**config.mk**
```make
export PLATFORM = sky130hd
export DESIGN_NAME = exe_stage
export DESIGN_NICKNAME = d
export VERILOG_FILES = /design/src/rtl/exe_pkg.sv /design/src/rtl/exe_stage_val2_gen.sv /design/src/rtl/exe_stage.sv
export SDC_FILE = /design/constraint.sdc
export NUM_CORES = 1
export LEC_CHECK = 0
export CORE_ASPECT_RATIO = 1.25
export CORE_MARGIN = 2
export CORE_UTILIZATION = 40
export DETAILED_ROUTE_END_ITERATION = 10
export PLACE_DENSITY = 0.65
export SYNTH_ARGS = -nofsm -noshare
export SYNTH_HDL_FRONTEND = slang
export SYNTH_SLANG_ARGS = --single-unit
```
**constraint.sdc**
```tcl
create_clock -name CLK -period 8.8 [get_ports CLK]
set_input_delay 1.76 -clock CLK [delete_from_list [all_inputs] [get_ports CLK]]
set_output_delay 1.76 -clock CLK [all_outputs]
set_load 0.005 [all_outputs]
```
**src/rtl/exe_pkg.sv**
```systemverilog
// Shared constants for the execute stage: ALU commands,
// shift types and status-register bit positions.
package exe_pkg;

  localparam logic [3:0] CMD_MOV = 4'b0001;
  localparam logic [3:0] CMD_MVN = 4'b1001;
  localparam logic [3:0] CMD_ADD = 4'b0010;
  localparam logic [3:0] CMD_ADC = 4'b0011;
  localparam logic [3:0] CMD_SUB = 4'b0100;
  localparam logic [3:0] CMD_SBC = 4'b0101;
  localparam logic [3:0] CMD_AND = 4'b0110;
  localparam logic [3:0] CMD_ORR = 4'b0111;
  localparam logic [3:0] CMD_EOR = 4'b1000;

  localparam logic [1:0] SH_LSL = 2'b00;
  localparam logic [1:0] SH_LSR = 2'b01;
  localparam logic [1:0] SH_ASR = 2'b10;
  localparam logic [1:0] SH_ROR = 2'b11;

  localparam int SR_N = 3;
  localparam int SR_Z = 2;
  localparam int SR_C = 1;
  localparam int SR_V = 0;

endpackage

```
**src/rtl/exe_stage_val2_gen.sv**
```systemverilog
// Second-operand generator: rotated 8-bit immediate,
// 12-bit memory offset, or shifted Rm.
module val2_gen
  import exe_pkg::*;
#(
  parameter int WIDTH = 32
) (
  input  logic             imm,
  input  logic             mem_en,
  input  logic [11:0]      shift_operand,
  input  logic [WIDTH-1:0] val_rm,
  output logic [WIDTH-1:0] val2
);

  logic [WIDTH-1:0]   imm_ext;
  logic [WIDTH-1:0]   mem_ext;
  logic [4:0]         rot;
  logic [4:0]         amt;
  logic [2*WIDTH-1:0] imm_dbl;
  logic [2*WIDTH-1:0] rm_dbl;
  logic [WIDTH-1:0]   rm_sh;

  assign imm_ext = {{(WIDTH-8){1'b0}}, shift_operand[7:0]};
  assign mem_ext = {{(WIDTH-12){1'b0}}, shift_operand};
  assign rot     = {shift_operand[11:8], 1'b0};
  assign amt     = shift_operand[11:7];

  // Rotates are taken from the low half of a doubled word.
  assign imm_dbl = {imm_ext, imm_ext} >> rot;
  assign rm_dbl  = {val_rm, val_rm} >> amt;

  always_comb begin
    rm_sh = val_rm;
    unique case (shift_operand[6:5])
      SH_LSL: rm_sh = val_rm << amt;
      SH_LSR: rm_sh = val_rm >> amt;
      SH_ASR: rm_sh = $signed(val_rm) >>> amt;
      SH_ROR: rm_sh = rm_dbl[WIDTH-1:0];
      default: rm_sh = val_rm;
    endcase
  end

  always_comb begin
    if (imm)
      val2 = imm_dbl[WIDTH-1:0];
    else if (mem_en)
      val2 = mem_ext;
    else
      val2 = rm_sh;
  end

endmodule

```
**src/rtl/exe_stage.sv**
```systemverilog
// Execute stage: Val2, ALU, status register, branch target and
// EX/MEM register. Define EXE_FORWARDING_EN to add operand forwarding.
module exe_stage
  import exe_pkg::*;
#(
  parameter int         WIDTH    = 32,
  parameter logic [3:0] SR_RESET = 4'b0000
) (
  input  logic             CLK,
  input  logic             RST,
  input  logic             freeze,
  input  logic             WB_EN_In,
  input  logic             MEM_R_EN_In,
  input  logic             MEM_W_EN_In,
  input  logic             B_In,
  input  logic             S_In,
  input  logic [3:0]       EXE_CMD_In,
  input  logic [WIDTH-1:0] PC_In,
  input  logic [WIDTH-1:0] Val_Rn_In,
  input  logic [WIDTH-1:0] Val_Rm_In,
  input  logic             imm_In,
  input  logic [11:0]      Shift_operand_In,
  input  logic [23:0]      Signed_imm_24_In,
  input  logic [3:0]       Dest_In,
`ifdef EXE_FORWARDING_EN
  input  logic [1:0]       Sel_Src1,
  input  logic [1:0]       Sel_Src2,
  input  logic [WIDTH-1:0] MEM_ALU_Res,
  input  logic [WIDTH-1:0] WB_Value,
`endif
  output logic             Branch_Taken,
  output logic [WIDTH-1:0] Branch_Addr,
  output logic [3:0]       SR_Out,
  output logic             WB_EN_Out,
  output logic             MEM_R_EN_Out,
  output logic             MEM_W_EN_Out,
  output logic [WIDTH-1:0] ALU_Res_Out,
  output logic [WIDTH-1:0] Val_Rm_Out,
  output logic [3:0]       Dest_Out
);

  logic [WIDTH-1:0] rn;
  logic [WIDTH-1:0] rm;
  logic [WIDTH-1:0] val2;
  logic [WIDTH-1:0] add_b;
  logic             add_c;
  logic [WIDTH:0]   sum;
  logic             ovf;
  logic [WIDTH-1:0] res;
  logic             c_new;
  logic             v_new;
  logic [3:0]       sr;

`ifdef EXE_FORWARDING_EN
  always_comb begin
    rn = Val_Rn_In;
    unique case (Sel_Src1)
      2'b01:   rn = MEM_ALU_Res;
      2'b10:   rn = WB_Value;
      default: rn = Val_Rn_In;
    endcase
  end

  always_comb begin
    rm = Val_Rm_In;
    unique case (Sel_Src2)
      2'b01:   rm = MEM_ALU_Res;
      2'b10:   rm = WB_Value;
      default: rm = Val_Rm_In;
    endcase
  end
`else
  assign rn = Val_Rn_In;
  assign rm = Val_Rm_In;
`endif

  val2_gen #(.WIDTH(WIDTH)) u_val2 (
    .imm           (imm_In),
    .mem_en        (MEM_R_EN_In | MEM_W_EN_In),
    .shift_operand (Shift_operand_In),
    .val_rm        (rm),
    .val2          (val2)
  );

  // Subtracts run as Rn + ~Val2 + carry, so C comes out as NOT borrow.
  always_comb begin
    add_b = val2;
    add_c = 1'b0;
    unique case (EXE_CMD_In)
      CMD_ADC: add_c = sr[SR_C];
      CMD_SUB: begin add_b = ~val2; add_c = 1'b1; end
      CMD_SBC: begin add_b = ~val2; add_c = sr[SR_C]; end
      default: ;
    endcase
  end

  assign sum = {1'b0, rn} + {1'b0, add_b} + {{WIDTH{1'b0}}, add_c};
  assign ovf = (rn[WIDTH-1] == add_b[WIDTH-1]) &&
               (sum[WIDTH-1] != rn[WIDTH-1]);

  always_comb begin
    res   = '0;
    c_new = sr[SR_C];
    v_new = sr[SR_V];
    unique case (EXE_CMD_In)
      CMD_MOV: res = val2;
      CMD_MVN: res = ~val2;
      CMD_ADD, CMD_ADC, CMD_SUB, CMD_SBC: begin
        res   = sum[WIDTH-1:0];
        c_new = sum[WIDTH];
        v_new = ovf;
      end
      CMD_AND: res = rn & val2;
      CMD_ORR: res = rn | val2;
      CMD_EOR: res = rn ^ val2;
      default: res = '0;
    endcase
  end

  always_ff @(posedge CLK or posedge RST) begin
    if (RST)
      sr <= SR_RESET;
    else if (S_In && !freeze)
      sr <= {res[WIDTH-1], res == '0, c_new, v_new};
  end

  assign SR_Out = sr;

  always_ff @(posedge CLK or posedge RST) begin
    if (RST) begin
      WB_EN_Out    <= 1'b0;
      MEM_R_EN_Out <= 1'b0;
      MEM_W_EN_Out <= 1'b0;
      ALU_Res_Out  <= '0;
      Val_Rm_Out   <= '0;
      Dest_Out     <= '0;
    end else if (!freeze) begin
      WB_EN_Out    <= WB_EN_In;
      MEM_R_EN_Out <= MEM_R_EN_In;
      MEM_W_EN_Out <= MEM_W_EN_In;
      ALU_Res_Out  <= res;
      Val_Rm_Out   <= rm;
      Dest_Out     <= Dest_In;
    end
  end

  assign Branch_Taken = B_In;
  assign Branch_Addr  = PC_In +
    {{6{Signed_imm_24_In[23]}}, Signed_imm_24_In, 2'b00};

endmodule

```
======== After elaboration in Yosys (flattened, before gate mapping) ========
Cells that the tools add are included.
word-level totals
  bits in registers ....................... 75
  output and inout bits ................... 108
operators by class
  $add $sub $neg .......................... 3
  eq/ne operators ......................... 14
  shift operators ......................... 5
  multiplexer cells ....................... 6
  bitwise operators ....................... 5
  reduce and logical (&&, ||, !) cells .... 9
operators by type and width
  cell                                           number
  case mux 32 bit (6 select lines)               1
  case mux 32 bit (4 select lines)               1
  two-way mux 32 bit                             3
  right shift 64 x 5 -> 32 bit                   1
  right shift 40 x 5 -> 32 bit                   1
  adder 32 x 32 -> 33 bit                        1
  adder 33 x 1 -> 33 bit                         1
  adder 32 bit                                   1
  bitwise AND 32 bit                             1
  zero test 32 bit                               1
  NOT 32 bit                                     1
  bitwise OR 32 bit                              1
  left shift 32 x 5 -> 32 bit                    1
  right shift 32 x 5 -> 32 bit                   1
  >>> shifter 32 x 5 -> 32 bit                   1
  XOR 32 bit                                     1
  == test 4 x 3 -> 1 bit, second input constant  4
  == test 4 x 2 -> 1 bit, second input constant  2
  == test 4 bit, second input constant           2
  == test 2 bit, second input constant           2
  == test 4 x 1 -> 1 bit, second input constant  1
  OR reduction 2 bit                             2
  OR reduction 4 bit                             1
  == test 2 x 1 -> 1 bit, second input constant  1
  8 further kinds                                9

======== Depth between registers and ports, before layout ========
Gate-level depths: netlist of the first run.
  depth after elaboration ................. 10
  depth in mapped cells ................... 27
  depth with buffers taken out ............ 21

======== Hierarchy ========
A second synthesis of the first run with hierarchy kept.
unflattened totals
  cells, all modules ...................... 1873
  area, all modules ....................... 14853.0 µm²
modules (own cells, without submodules)
  module     instances  cells an instance  area each (µm²)  sequential area each (µm²)
  exe_stage  1          1060               8952.3           1876.8
  val2_gen   1          813                5900.7           0.0

======== Worst setup path after synthesis of the first run ========
No wires, ideal clock.
  path type ............................... input port to flip-flop
  start point ............................. input Shift_operand_In[7]
  end point ............................... register ALU_Res_Out[31]
  library setup time ...................... 0.067 ns
  arrival ................................. 6.783 ns
  data required time ...................... 8.733 ns
  path slack .............................. 1.950 ns
  stages on the path ...................... 23
  cell sequence ........................... buf_6 buf_12 buf_8 buf_8 mux2_2 mux4_2 a21oi_1 o311a_1 clkbuf_1 xnor2_1 ha_1 nor2b_1 o31a_1 o41a_1 a211o_1 a211oi_1 or2_1 clkbuf_1 nor3_1 nor3_1 o21ai_0 o311ai_0 mux2_2
on the way
  longest elaborated chain between the ends .. 9
  elaborated cells on any way between the ends .. 16
  classes of those cells .................. 2 x add/sub; 5 x shift; 5 x mux; 4 x bitwise
RTL lines
  what                                                  line                                                RTL
  start, declared                                       exe_stage.sv:22                                     input logic [11:0] Shift_operand_In,
  right shift 64 x 5 -> 32 bit (tied with other cells)  exe_stage_val2_gen.sv:30                            assign rm_dbl = {val_rm, val_rm} >> amt;
  case mux 32 bit (4 select lines)                      exe_stage_val2_gen.sv:34                            unique case (shift_operand[6:5])
  two-way mux 32 bit                                    exe_stage_val2_gen.sv:46                            else if (mem_en)
  two-way mux 32 bit *                                  exe_stage_val2_gen.sv:44                            if (imm)
  NOT 32 bit                                            exe_stage.sv:91, exe_stage.sv:92, exe_stage.sv:107
  two-way mux 32 bit                                    n/a
  adder 32 x 32 -> 33 bit                               exe_stage.sv:97                                     assign sum = {1'b0, rn} + {1'b0, add_b} + {{WIDTH{1'b0}}, add_c};
  adder 33 x 1 -> 33 bit                                exe_stage.sv:97
  case mux 32 bit (6 select lines) *                    exe_stage.sv:105                                    unique case (EXE_CMD_In)
  end signal, assigned                                  exe_stage.sv:141                                    ALU_Res_Out <= res;
  end, declared                                         exe_stage.sv:37                                     output logic [WIDTH-1:0] ALU_Res_Out,
Every way passes the cells marked *; elsewhere a longest branch is shown, timed or not.
A chain may end at the register's enable or synchronous reset.

======== Worst setup path after layout of the first run ========
  start point ............................. input Val_Rm_In[0]
  end point ............................... register sr[2], in the netlist SR_Out[2]
on the way
  longest elaborated chain between the ends .. 10
  elaborated cells on any way between the ends .. 16
  classes of those cells .................. 2 x add/sub; 4 x shift; 5 x mux; 4 x bitwise; 1 x reduce/logical
RTL lines
  what                                                  line                                                RTL
  start, declared                                       exe_stage.sv:20                                     input logic [WIDTH-1:0] Val_Rm_In,
  right shift 64 x 5 -> 32 bit (tied with other cells)  exe_stage_val2_gen.sv:30
  case mux 32 bit (4 select lines) *                    exe_stage_val2_gen.sv:34
  two-way mux 32 bit *                                  exe_stage_val2_gen.sv:46
  two-way mux 32 bit *                                  exe_stage_val2_gen.sv:44
  NOT 32 bit                                            exe_stage.sv:91, exe_stage.sv:92, exe_stage.sv:107
  two-way mux 32 bit                                    n/a
  adder 32 x 32 -> 33 bit                               exe_stage.sv:97
  adder 33 x 1 -> 33 bit                                exe_stage.sv:97
  case mux 32 bit (6 select lines) *                    exe_stage.sv:105
  zero test 32 bit *                                    exe_stage.sv:124                                    sr <= {res[WIDTH-1], res == '0, c_new, v_new};
  end signal, assigned                                  exe_stage.sv:124
  end, declared                                         exe_stage.sv:52                                     logic [3:0] sr;
Marks and branches as above.

==> summary.md, run 1 <==
| Metric | Value |
|---|---|
| CTS Buf Count | 9 |
| FF+latch count, synth | 75 |
| Num rows | 77 |
| Non-filler instance count after layout | between 2000 and 2500 |
| Fin. Hold Viols | 0 |
| Comb power frac | roughly 60% |
| Period utilisation layout | around 90% |
| # IOs | between 200 and 300 |
| Required @ worst endpoint | slightly above 9000 ps |
| Vias in the first global route | 15400 |
| Worst rel slew slack | a little under a fifth |
| Setup CP Type | input pin to flip-flop |
| Worst Hold Class | flip-flop to flip-flop |
| DR iter-0 viols | around 1400 |
| Maximum clock path buffer count | 2 |
| Cell accounting for the most synthesized area | dfrtp_1 |
| Internal | 1.22 mW |
| Overflow after GRT | 0 |
| Hold depth | 1 |
| Crit path largest cell delay | 520 ps |
| Nets | 2251 |
| H-tree depth | 3 |
| Area after DPL | 17500 µm² |
| DR WL/cell | ~29 µm |
| Async SR Flop Fraction | 100% |
| First-pass GRT wire length | 102000 µm |
| Crit-path leading delay family | compound AO/OA/AOI/OAI gates |
| R2R depth | 19 |
| Width of the die | roughly 170 µm |
| Setup total negative slack | 0 ps |
| Cell at the slowest stage of the critical path | nor2b_1 |
| Power, Total | roughly 2.1 mW |
| Crit path launch type | input pin |
| Post-synth cell types | about 100 |
| Crit end category | flip-flop |
| Sequential cell fraction of total power | 19.6% |
| RSZ-0062 raised after global routing | no |
| Net Sw Frac | a little over two fifths |
| WP buf/inv | 3 |
| Syn avg cell area | a little over 8 µm² |
| Total GRT Usage | 37.5% |
| Max-cap check violation count | 0 |
| Pwr/cell area | 120 nW/µm² |
| Full die area | 36900 µm² |
| Largest net degree at the start of global routing | between 90 and 100 |
| Synthesized cell area | 14200 µm² |
| Syn Nets | 2015 |
| Antenna viol nets, final | 0 |
| Gpl congestion | roughly 1.1 |
| Cells after Synth | roughly 1700 |
| Via density | ~6.5 |
| CTS tree | done |
| Multi-input gate area | about 11000 µm² |
| Fmax | between 0.1 and 0.15 GHz |
| DIE HEIGHT | between 200 and 250 µm |
| CP max FO | 6 |
| Clock Tree Root | clkbuf_16 |
| Post-CTS Resized | 0 |
| Skew-Pair Late Insertion Delay | about 400 ps |
| Initial antenna violation count | 0 |
| Fin. max-slew vios | 0 |
| DRC viols | 0 |
| Share of cells above drive strength 1 | about 15% |
| Final WS setup | roughly 910 ps |
| Ys Warns | 0 |
| Area taken by flip-flops and latches | ~1900 µm² |
| Clock Skew | ~21 ps |
| Net Sw Power | approximately 0.92 mW |
| DRT Pass-1 Iters | 5 |
| Routed via count | roughly 16000 |
| Initial core utilization | around 40% |
| Post-synth EDFFs | 0 |
| Clock transition at path regs | 70 ps |
| Synth-to-Final Area Change | 25.7% |
| Ordered list of cells on the worst path | clkdlybuf4s50_1 > buf_4 > nor2b_1 > mux2i_1 > o311ai_0 > a22oi_1 > a311oi_1 > buf_4 > xor2_1 > ha_1 > o21a_1 > o31a_1 > o41a_1 > a211o_1 > a21oi_1 > xor2_1 > o21ai_0 > nor4_1 > nand4b_1 > a2111oi_2 > nand4_1 > o41ai_2 |
| Filler instances | between 3000 and 4000 |
| Lkg Pwr | about 7.5 nW |
| Main area contributors after synthesis | dfrtp_1, ha_1, mux4_2, mux2_2, mux2i_1 |
| Final Cell Area | ~18000 µm² |
| Status | complete, no violations |
| Cts hold-fix bufs | 0 |
| Setup violations, final | 0 |
| Postcts setup bufs | 0 |
| Port Buffers | 250 |
| Final Routed Wirelength | approximately 70000 µm |
| Dpl ws | around 700 ps |
| Share of the synthesized area in the top cell type | between 10% and 20% |
| Critical path depth in cells | 22 |
| Clock share of power | between 20% and 30% |
| DP Cell Count | between 2000 and 2500 |
| Core ar. | approximately 35000 µm² |
| DPL Wire Length | 54000 µm |
| Sink Count | 75 |
| VDD IR max | between 80 and 90 µV |
| Sequential element share of the synthesized area | between 10% and 20% |
| Crit path DAT | approximately 8200 ps |
| Synth Flop Type | dfrtp_1 |
| Tmin final | 7890 ps |
| Slew of the pin with the lowest slew margin | roughly 1200 ps |
==> cells by family (layout without fill, tap and decap cells) <==
| kind of cell | count (synthesis) | in the layout | synth area share, % |
|---|---|---|---|
| AO/OA/AOI/OAI | 541 | 541 | 26.5 |
| AND/OR/NAND/NOR | 470 | 470 | 15.5 |
| buffers and inverters | 230 | 471 | 7.23 |
| multiplexers | 202 | 202 | 20.5 |
| adder cells (fa/ha/maj) | 133 | 133 | 11.9 |
| XOR/XNOR | 82 | 82 | 5.07 |
| flip-flops | 75 | 75 | 13.2 |
| other | 0 | 1 | 0 |
==> state kept, by name, summed over array words and instances, names as in the netlist <==
signal,cells
SR_Out,4
MEM_W_EN_Out,1
ALU_Res_Out,32
MEM_R_EN_Out,1
WB_EN_Out,1
Dest_Out,4
Val_Rm_Out,32
==> metal layers <==
metal  share of wire, %  global-route usage (%)
met5                  0                       0
met4                8.8                    28.1
met3                7.3                    8.21
met2                 48                    61.8
met1                 36                    42.1
==> cell usage after synthesis (8+ instances only) <==
| library cell | number |
|---|---|
| a31oi_1 | 25 |
| mux4_2 | 50 |
| dfrtp_1 | 75 |
| buf_1 | 14 |
| or2_2 | 10 |
| a221oi_1 | 28 |
| inv_1 | 96 |
| buf_4 | 12 |
| o31ai_1 | 12 |
| nand2_1 | 139 |
| xnor2_1 | 46 |
| o21ai_0 | 101 |
| o211ai_1 | 28 |
| nor3_1 | 23 |
| a21oi_1 | 118 |
| a211oi_1 | 15 |
| nor4_1 | 12 |
| nor2b_1 | 15 |
| clkbuf_1 | 79 |
| mux2_2 | 82 |
| nor2_1 | 145 |
| mux2i_1 | 60 |
| nand4_1 | 16 |
| buf_2 | 13 |
| xor2_1 | 36 |
| a22oi_1 | 20 |
| nand3_1 | 42 |
| a21o_1 | 29 |
| o21a_1 | 17 |
| o2111ai_1 | 8 |
| and2_1 | 9 |
| a2111oi_0 | 8 |
| mux4_1 | 8 |
| o22ai_1 | 17 |
| nand2b_1 | 20 |
| or3_1 | 10 |
| ha_1 | 130 |
==> path summary, 6_finish.rpt <==
path / from / endpoint / slack, ps
min in group asynchronous: RST / Val_Rm_Out[24]$_DFFE_PP0N_ / 1690
worst max register to register: SR_Out[1]$_DFFE_PP0P_ / SR_Out[2]$_DFFE_PP0P_ / 3860
worst min register to register: ALU_Res_Out[12]$_DFFE_PP0N_ / ALU_Res_Out[12]$_DFFE_PP0N_ / 480
max in group asynchronous: RST / ALU_Res_Out[3]$_DFFE_PP0N_ / 6000
worst min-delay path: ALU_Res_Out[12]$_DFFE_PP0N_ / ALU_Res_Out[12]$_DFFE_PP0N_ / 480
worst max-delay path: Val_Rm_In[0] / SR_Out[2]$_DFFE_PP0P_ / 910
==> power groups by stage <==
stage          combinational, mW  sequential, mW  clock [mW]
2_1_floorplan              0.672           0.427           0
6_report                    1.25           0.419       0.468
3_3_place_gp                1.22           0.424           0
4_1_cts                     1.23           0.420       0.476
3_5_place_dp                1.22           0.427           0
5_1_grt                     1.33           0.425       0.488
==> layout by cell type (no fill, tap or decap), types with 8 or more instances in the layout <==
| cell type | synthesis | layout |
|---|---|---|
| nand2_1 | 139 | 139 |
| xnor2_1 | 46 | 46 |
| o31ai_1 | 12 | 12 |
| nand4_1 | 16 | 16 |
| a211oi_1 | 15 | 15 |
| mux2i_1 | 60 | 60 |
| and2_1 | 9 | 9 |
| ha_1 | 130 | 130 |
| a22oi_1 | 20 | 20 |
| nor4_1 | 12 | 12 |
| clkbuf_16 | 0 | 9 |
| nor3_1 | 23 | 22 |
| nand2b_1 | 20 | 20 |
| mux2_2 | 82 | 82 |
| xor2_1 | 36 | 36 |
| mux4_2 | 50 | 50 |
| a21oi_1 | 118 | 117 |
| inv_1 | 96 | 95 |
| o211ai_1 | 28 | 28 |
| a2111oi_0 | 8 | 8 |
| a221oi_1 | 28 | 28 |
| nor2_1 | 145 | 145 |
| nor2b_1 | 15 | 15 |
| o22ai_1 | 17 | 17 |
| or3_1 | 10 | 10 |
| a31oi_1 | 25 | 25 |
| or2_2 | 10 | 10 |
| o21a_1 | 17 | 17 |
| mux4_1 | 8 | 8 |
| o2111ai_1 | 8 | 8 |
| buf_4 | 12 | 98 |
| dfrtp_1 | 75 | 75 |
| a21o_1 | 29 | 29 |
| o21ai_0 | 101 | 101 |
| clkdlybuf4s50_1 | 0 | 245 |
| nand3_1 | 42 | 42 |
==> cell type report <==
| class | instances | share of cell area (%) |
|---|---|---|
| tap | 474 | 3.33 |
| sequential | 75 | 10.5 |
| multi-input combinational | 1428 | 63.5 |
| clock buffer | 9 | 1.27 |
| clock inverter | 7 | 0.590 |
| inverter | 103 | 2.18 |
| timing repair buffer | 352 | 18.6 |
| antenna | 1 | 0.0141 |
==> stage by stage <==
step | util, % | hold slack, ps
after floorplan | - | 474
after global placement | 49.7 | 462
after detailed placement | 49.7 | 472
after CTS | 50.6 | 487
after global routing | 50.6 | 502
final | 50.6 | 484
Power figures use the tool's default switching activity.
==> run 2, diff against run 1 <==
CORE_MARGIN = not set   (was 2)
==> run 2 against run 1 <==
Net effect:
- core utilization up 0.42 points
- clock power down 16%
- sequential cell count unchanged
- final area down 0.49%
- total power down 3.9%
- sequential share of layout area up 0.051 points
- maximum frequency down 0.59%
- worst hold slack worse by 1.1 ps
- clock skew down 11 ps
- largest cell class unchanged
- largest power group unchanged
==> summary.md, run 2 (same netlist as run 1, synthesis figures left out) <==
| Metric | Value |
|---|---|
| CTS tree | done |
| Gpl congestion | 1.05 (-2.2%) |
| Ordered list of cells on the worst path | clkdlybuf4s50_1 > nand2_1 > or3_1 > a32oi_1 > a31oi_1 > or4_1 > xnor2_1 > ha_1 > o21a_1 > o21a_1 > o41a_1 > a211o_1 > a211oi_1 > or2_1 > nor3_1 > nor3_1 > o21ai_0 > nand4b_1 > o311ai_0 > buf_4 > mux2_2 |
| Required @ worst endpoint | 9050 ps (-20 ps) |
| Worst Hold Class | flip-flop to flip-flop |
| Clock Skew | 9.97 ps (-11.1 ps) |
| Crit-path leading delay family | simple AND/OR/NAND/NOR gates |
| Most frequent cells in the layout | clkdlybuf4s50_1, nor2_1, nand2_1, ha_1, a21oi_1 |
| Tmin final | 7930 ps (+47.0 ps) |
| CTS Buf Count | 9 (unchanged) |
| Synth-to-Final Area Change | 25.1% |
| Cell at the slowest stage of the critical path | clkdlybuf4s50_1 |
| Slew of the pin with the lowest slew margin | 1150 ps (-75.8 ps) |
| R2R depth | 18 (-1) |
| DR WL/cell | 27.3 µm (-4.8%) |
| Overflow after GRT | 0 (unchanged) |
| Hold worst-path end | ALU_Res_Out[12]$_DFFE_PP0N_ |
| Initial core utilization | 40.8% (+0.53 points) |
| Post-CTS Resized | 0 (unchanged) |
| DPL Wire Length | 51700 µm (-4.3%) |
| Crit end category | flip-flop |
| Hold depth | 1 (unchanged) |
| Reg2reg setup slack | 3760 ps (-100 ps) |
| Full die area | 36200 µm² (-2.1%) |
| Lkg Pwr | 7.48 nW (-0.60%) |
| Max-cap check violation count | 0 (unchanged) |
| CP max FO | 15 (+9) |
| Largest net degree at the start of global routing | 97 (unchanged) |
| DIE HEIGHT | 212 µm (-0.93%) |
| Crit path launch type | input pin |
| Worst rel slew slack | 23.3% (+5.2 points) |
| Hold Path Origin | ALU_Res_Out[12]$_DFFE_PP0N_ |
| Most common cell after layout, fill and taps aside | clkdlybuf4s50_1 |
| Status | complete, no violations |
| Routed via count | 15700 (-0.76%) |
| Worst R2R End | SR_Out[2]$_DFFE_PP0P_ |
| Postcts setup bufs | 0 (unchanged) |
| DRC viols | 0 (unchanged) |
| Period utilisation layout | 90.2% (+0.53 points) |
| WP buf/inv | 2 (-1) |
| Width of the die | 170 µm (-1.2%) |
| Fmax | 0.126 GHz (-0.59%) |
| Num rows | 76 (-1.3%) |
| Nets | 2247 (-0.18%) |
| Crit path DAT | 8190 ps (+30 ps) |
| Port Buffers | 250 (unchanged) |
| H-tree depth | 3 (unchanged) |
| RSZ-0062 raised after global routing | no |
| VDD IR max | 73.4 µV (-14%) |
| Setup CP Type | input pin to flip-flop |
| Skew-Pair Late Insertion Delay | 370 ps (-30 ps) |
| Filler instances | 3367 (+0.24%) |
| Setup total negative slack | 0 ps (unchanged) |
| Regs by FF count | ALU_Res_Out x32, Val_Rm_Out x32 |
| Final core occ | 51.0% (+0.42 points) |
| Share of cells above drive strength 1 | 15.0% (-0.17 points) |
| Crit path largest cell delay | 950 ps (+430 ps) |
| Total GRT Usage | 36.8% (-0.76 points) |
| # IOs | 257 (unchanged) |
| Cts hold-fix bufs | 0 (unchanged) |
| Antenna viol nets, final | 0 (unchanged) |
| DR iter-0 viols | 1367 (-4.3%) |
| Pwr/cell area | 116 nW/µm² (-3.5%) |
| Sink Count | 75 (unchanged) |
| Fin. Hold Viols | 0 (unchanged) |
| Final Routed Wirelength | 66600 µm (-5.2%) |
| Clock Tree Root | clkbuf_16 |
| Fin. max-slew vios | 0 (unchanged) |
| DRT Pass-1 Iters | 7 (+2) |
| Core ar. | 34700 µm² (-1.3%) |
| Maximum clock path buffer count | 2 (unchanged) |
| First-pass GRT wire length | 98000 µm (-3.8%) |
| Initial antenna violation count | 1 (+1) |
| Vias in the first global route | 15300 (-0.91%) |
| Via density | 6.43 (-0.35%) |
| Clock transition at path regs | 70 ps (about the same) |
| Worst r2r src | SR_Out[1]$_DFFE_PP0P_ |
| Setup violations, final | 0 (unchanged) |
run 2: where the power goes:
group | internal [mW] | switching [mW]
clock network | 0.198 | 0.195
logic | 0.568 | 0.670
registers | 0.393 | 0.0313
total | 1.16 | 0.895
run 2: how the worst max path moves through the flow:
stage	depth (start not counted)	to	slack, ps	from
finish	21	ALU_Res_Out[31]$_DFFE_PP0N_	870	Shift_operand_In[6]
global route	22	SR_Out[2]$_DFFE_PP0P_	530	Shift_operand_In[7]
CTS	21	SR_Out[2]$_DFFE_PP0P_	1030	Val_Rm_In[27]
detailed placement	21	SR_Out[2]$_DFFE_PP0P_	640	Val_Rm_In[27]
global placement	22	ALU_Res_Out[31]$_DFFE_PP0N_	690	Val_Rm_In[29]
floorplan	23	ALU_Res_Out[31]$_DFFE_PP0N_	1950	Shift_operand_In[7]
run 2: through the flow:
step	hold WS [ps]	setup WS [ps]	cells	cell area, µm²	total power, mW
floorplan	474	1950	1733	14200	1.10
global route	516	527	2439	17700	2.16
CTS	486	1030	2438	17700	2.04
detailed placement	472	638	2422	17400	1.64
finish	482	867	2439	17700	2.05
global placement	465	691	2422	17400	1.63
run 2: final cells by class:
cell class / count / area, µm² / share of cell area, %
inverters: 103 / 388 / 2.19
repair buffers: 348 / 3270 / 18.4
clock inverters: 7 / 62.6 / 0.353
well taps: 468 / 586 / 3.31
flip-flops and latches: 75 / 1880 / 10.6
clock buffers: 9 / 225 / 1.27
diodes: 1 / 2.50 / 0.0141
multi-input cells: 1428 / 11300 / 63.8
run 2: per-layer routing:
metal	vias up	share of wire (%)	wire length (µm)	track usage (%)
li1	7012	-	-	-
met1	7658	37	24800	42.2
met2	791	49	32500	63.3
met3	216	6.6	4360	5.32
met4	0	7.3	4880	24.6
met5	-	0	0	0
==> run 3, diff against run 2 <==
SLEW_MARGIN = 30   (was not set)
==> run 3 against run 2 <==
Net effect:
- combinational power about the same
- non-clock buffer count is the same
- sequential cell count stayed put
- largest power group unchanged
==> summary.md, run 3 (same netlist as run 1, synthesis figures left out) <==
| Metric | Value |
|---|---|
| Final core occ | 51.0% (about the same) |
| DP Cell Count | 2422 (unchanged) |
| Maximum clock path buffer count | 2 (unchanged) |
| RSZ-0062 raised after global routing | no |
| Skew-Pair Late Insertion Delay | 370 ps (about the same) |
| CTS Buf Count | 9 (unchanged) |
| Power, Total | 2.06 mW (about the same) |
| DRT Pass-1 Iters | 6 (-1) |
| Fin. max-slew vios | 0 (unchanged) |
| Num rows | 76 (unchanged) |
| Worst Hold Class | flip-flop to flip-flop |
| Share of cells above drive strength 1 | 15.1% (+0.051 points) |
| Worst rel slew slack | 32.9% (+9.6 points) |
| DIE HEIGHT | 212 µm (unchanged) |
| Synth-to-Final Area Change | 25.1% (about the same) |
| Largest net degree at the start of global routing | 97 (unchanged) |
| Antenna viol nets, final | 0 (unchanged) |
| Final WS setup | 875 ps (+8.59 ps) |
| Gpl congestion | 1.05 (unchanged) |
| Setup total negative slack | 0 ps (unchanged) |
| DPL Wire Length | 51700 µm (about the same) |
| Post-CTS Resized | 0 (unchanged) |
| Via density | 6.42 (-0.12%) |
| Crit path DAT | 8180 ps (about the same) |
| First-pass GRT wire length | 97800 µm (-0.14%) |
| Required @ worst endpoint | 9060 ps (about the same) |
| Lkg Pwr | 7.48 nW (about the same) |
| Dpl ws | 659 ps (+21.0 ps) |
| # IOs | 257 (unchanged) |
| Initial core utilization | 40.8% (unchanged) |
| Sink Count | 75 (unchanged) |
| CTS tree | done |
| Port Buffers | 250 (unchanged) |
| Setup violations, final | 0 (unchanged) |
| Most common cell after layout, fill and taps aside | clkdlybuf4s50_1 |
| Regs by FF count | ALU_Res_Out x32, Val_Rm_Out x32 |
| DR WL/cell | 27.3 µm (about the same) |
| Fmax | 0.126 GHz (+0.11%) |
| Clock Skew | 8.97 ps (-0.996 ps) |
| Period utilisation layout | 90.1% (-0.098 points) |
| Total GRT Usage | 36.7% (-0.096 points) |
| Crit path launch type | input pin |
| Multi-input gate area | 11300 µm² (about the same) |
| Overflow after GRT | 0 (unchanged) |
| VDD IR max | 73.3 µV (-0.17%) |
| H-tree depth | 3 (unchanged) |
| Clock Tree Root | clkbuf_16 |
| Final Routed Wirelength | 66600 µm (about the same) |
| DRC viols | 0 (unchanged) |
| Crit end category | flip-flop |
| Slew of the pin with the lowest slew margin | 998 ps (-152 ps) |
| Pwr/cell area | 116 nW/µm² (about the same) |
| Clock transition at path regs | 70 ps (about the same) |
| Most frequent cells in the layout | clkdlybuf4s50_1, nor2_1, nand2_1, ha_1, a21oi_1 |
| Nets | 2247 (unchanged) |
| Width of the die | 170 µm (unchanged) |
| Full die area | 36200 µm² (unchanged) |
| Routed via count | 15700 (-0.12%) |
| Max-cap check violation count | 0 (unchanged) |
| DR iter-0 viols | 1432 (+4.8%) |
| Filler instances | 3363 (-0.12%) |
| Fin. Hold Viols | 0 (unchanged) |
| Core ar. | 34700 µm² (unchanged) |
| Vias in the first global route | 15300 (+0.072%) |
| Non-filler instance count after layout | 2439 (unchanged) |
| Postcts setup bufs | 0 (unchanged) |
| Initial antenna violation count | 1 (unchanged) |
| Cts hold-fix bufs | 0 (unchanged) |
| Setup CP Type | input pin to flip-flop |
| Tmin final | 7920 ps (-8.59 ps) |
| CP max FO | 15 (unchanged) |
| Status | complete, no violations |
| Area taken by flip-flops and latches | 1880 µm² (unchanged) |
[run 3: worst paths after layout]
check                                            start  depth (start not counted)                     endpoint  slack [ps]
setup / recovery                   Shift_operand_In[6]                         21  ALU_Res_Out[31]$_DFFE_PP0N_         880
min in group asynchronous                          RST                          2   Val_Rm_Out[17]$_DFFE_PP0N_        1750
hold reg to reg            ALU_Res_Out[12]$_DFFE_PP0N_                          1  ALU_Res_Out[12]$_DFFE_PP0N_         480
max in group asynchronous                          RST                          3   ALU_Res_Out[8]$_DFFE_PP0N_        5970
setup reg to reg                 SR_Out[1]$_DFFE_PP0P_                         18        SR_Out[2]$_DFFE_PP0P_        3790
hold / removal             ALU_Res_Out[12]$_DFFE_PP0N_                          1  ALU_Res_Out[12]$_DFFE_PP0N_         480
[run 3: metrics by stage]
stage	cell area (µm²)	hold slack [ps]
detailed placement	17400	472
CTS	17700	486
floorplan	14200	474
global route	17700	516
finish	17700	483
global placement	17400	465
[run 3: power by group]
group	internal, mW	switching, mW
sequential	0.393	0.0311
clock	0.198	0.196
combinational	0.568	0.670
[run 3: area by class of cell]
class | count | share of cell area [%]
Inverter | 103 | 2.19
Tap cell | 468 | 3.30
Sequential cell | 75 | 10.6
Clock buffer | 9 | 1.27
Multi-Input combinational cell | 1428 | 63.8
Clock inverter | 7 | 0.353
Timing Repair Buffer | 348 | 18.4
Antenna cell | 1 | 0.0141
[run 3: routing by layer]
metal,vias up,routed length (µm),share of wire (%),track usage [%]
li1,7006,-,-,-
met1,7662,25000,37,41.7
met2,760,32500,49,62.9
met3,230,4160,6.2,5.58
met4,0,4990,7.5,25.5
met5,-,0,0,0
[run 3: critical path, cell delays in order]
cell and delay, ps:
clkdlybuf4s50_1 980, nand2_1 280, or3_1 460, a32oi_1 300
a31oi_1 200, or4_1 670, xnor2_1 180, ha_1 360
o21a_1 210, o21a_1 160, o41a_1 120, a211o_1 360
a211oi_1 360, or2_1 290, nor3_1 90, nor3_1 330
o21ai_0 280, nand4b_1 160, o311ai_0 140, buf_4 190
mux2_2 260
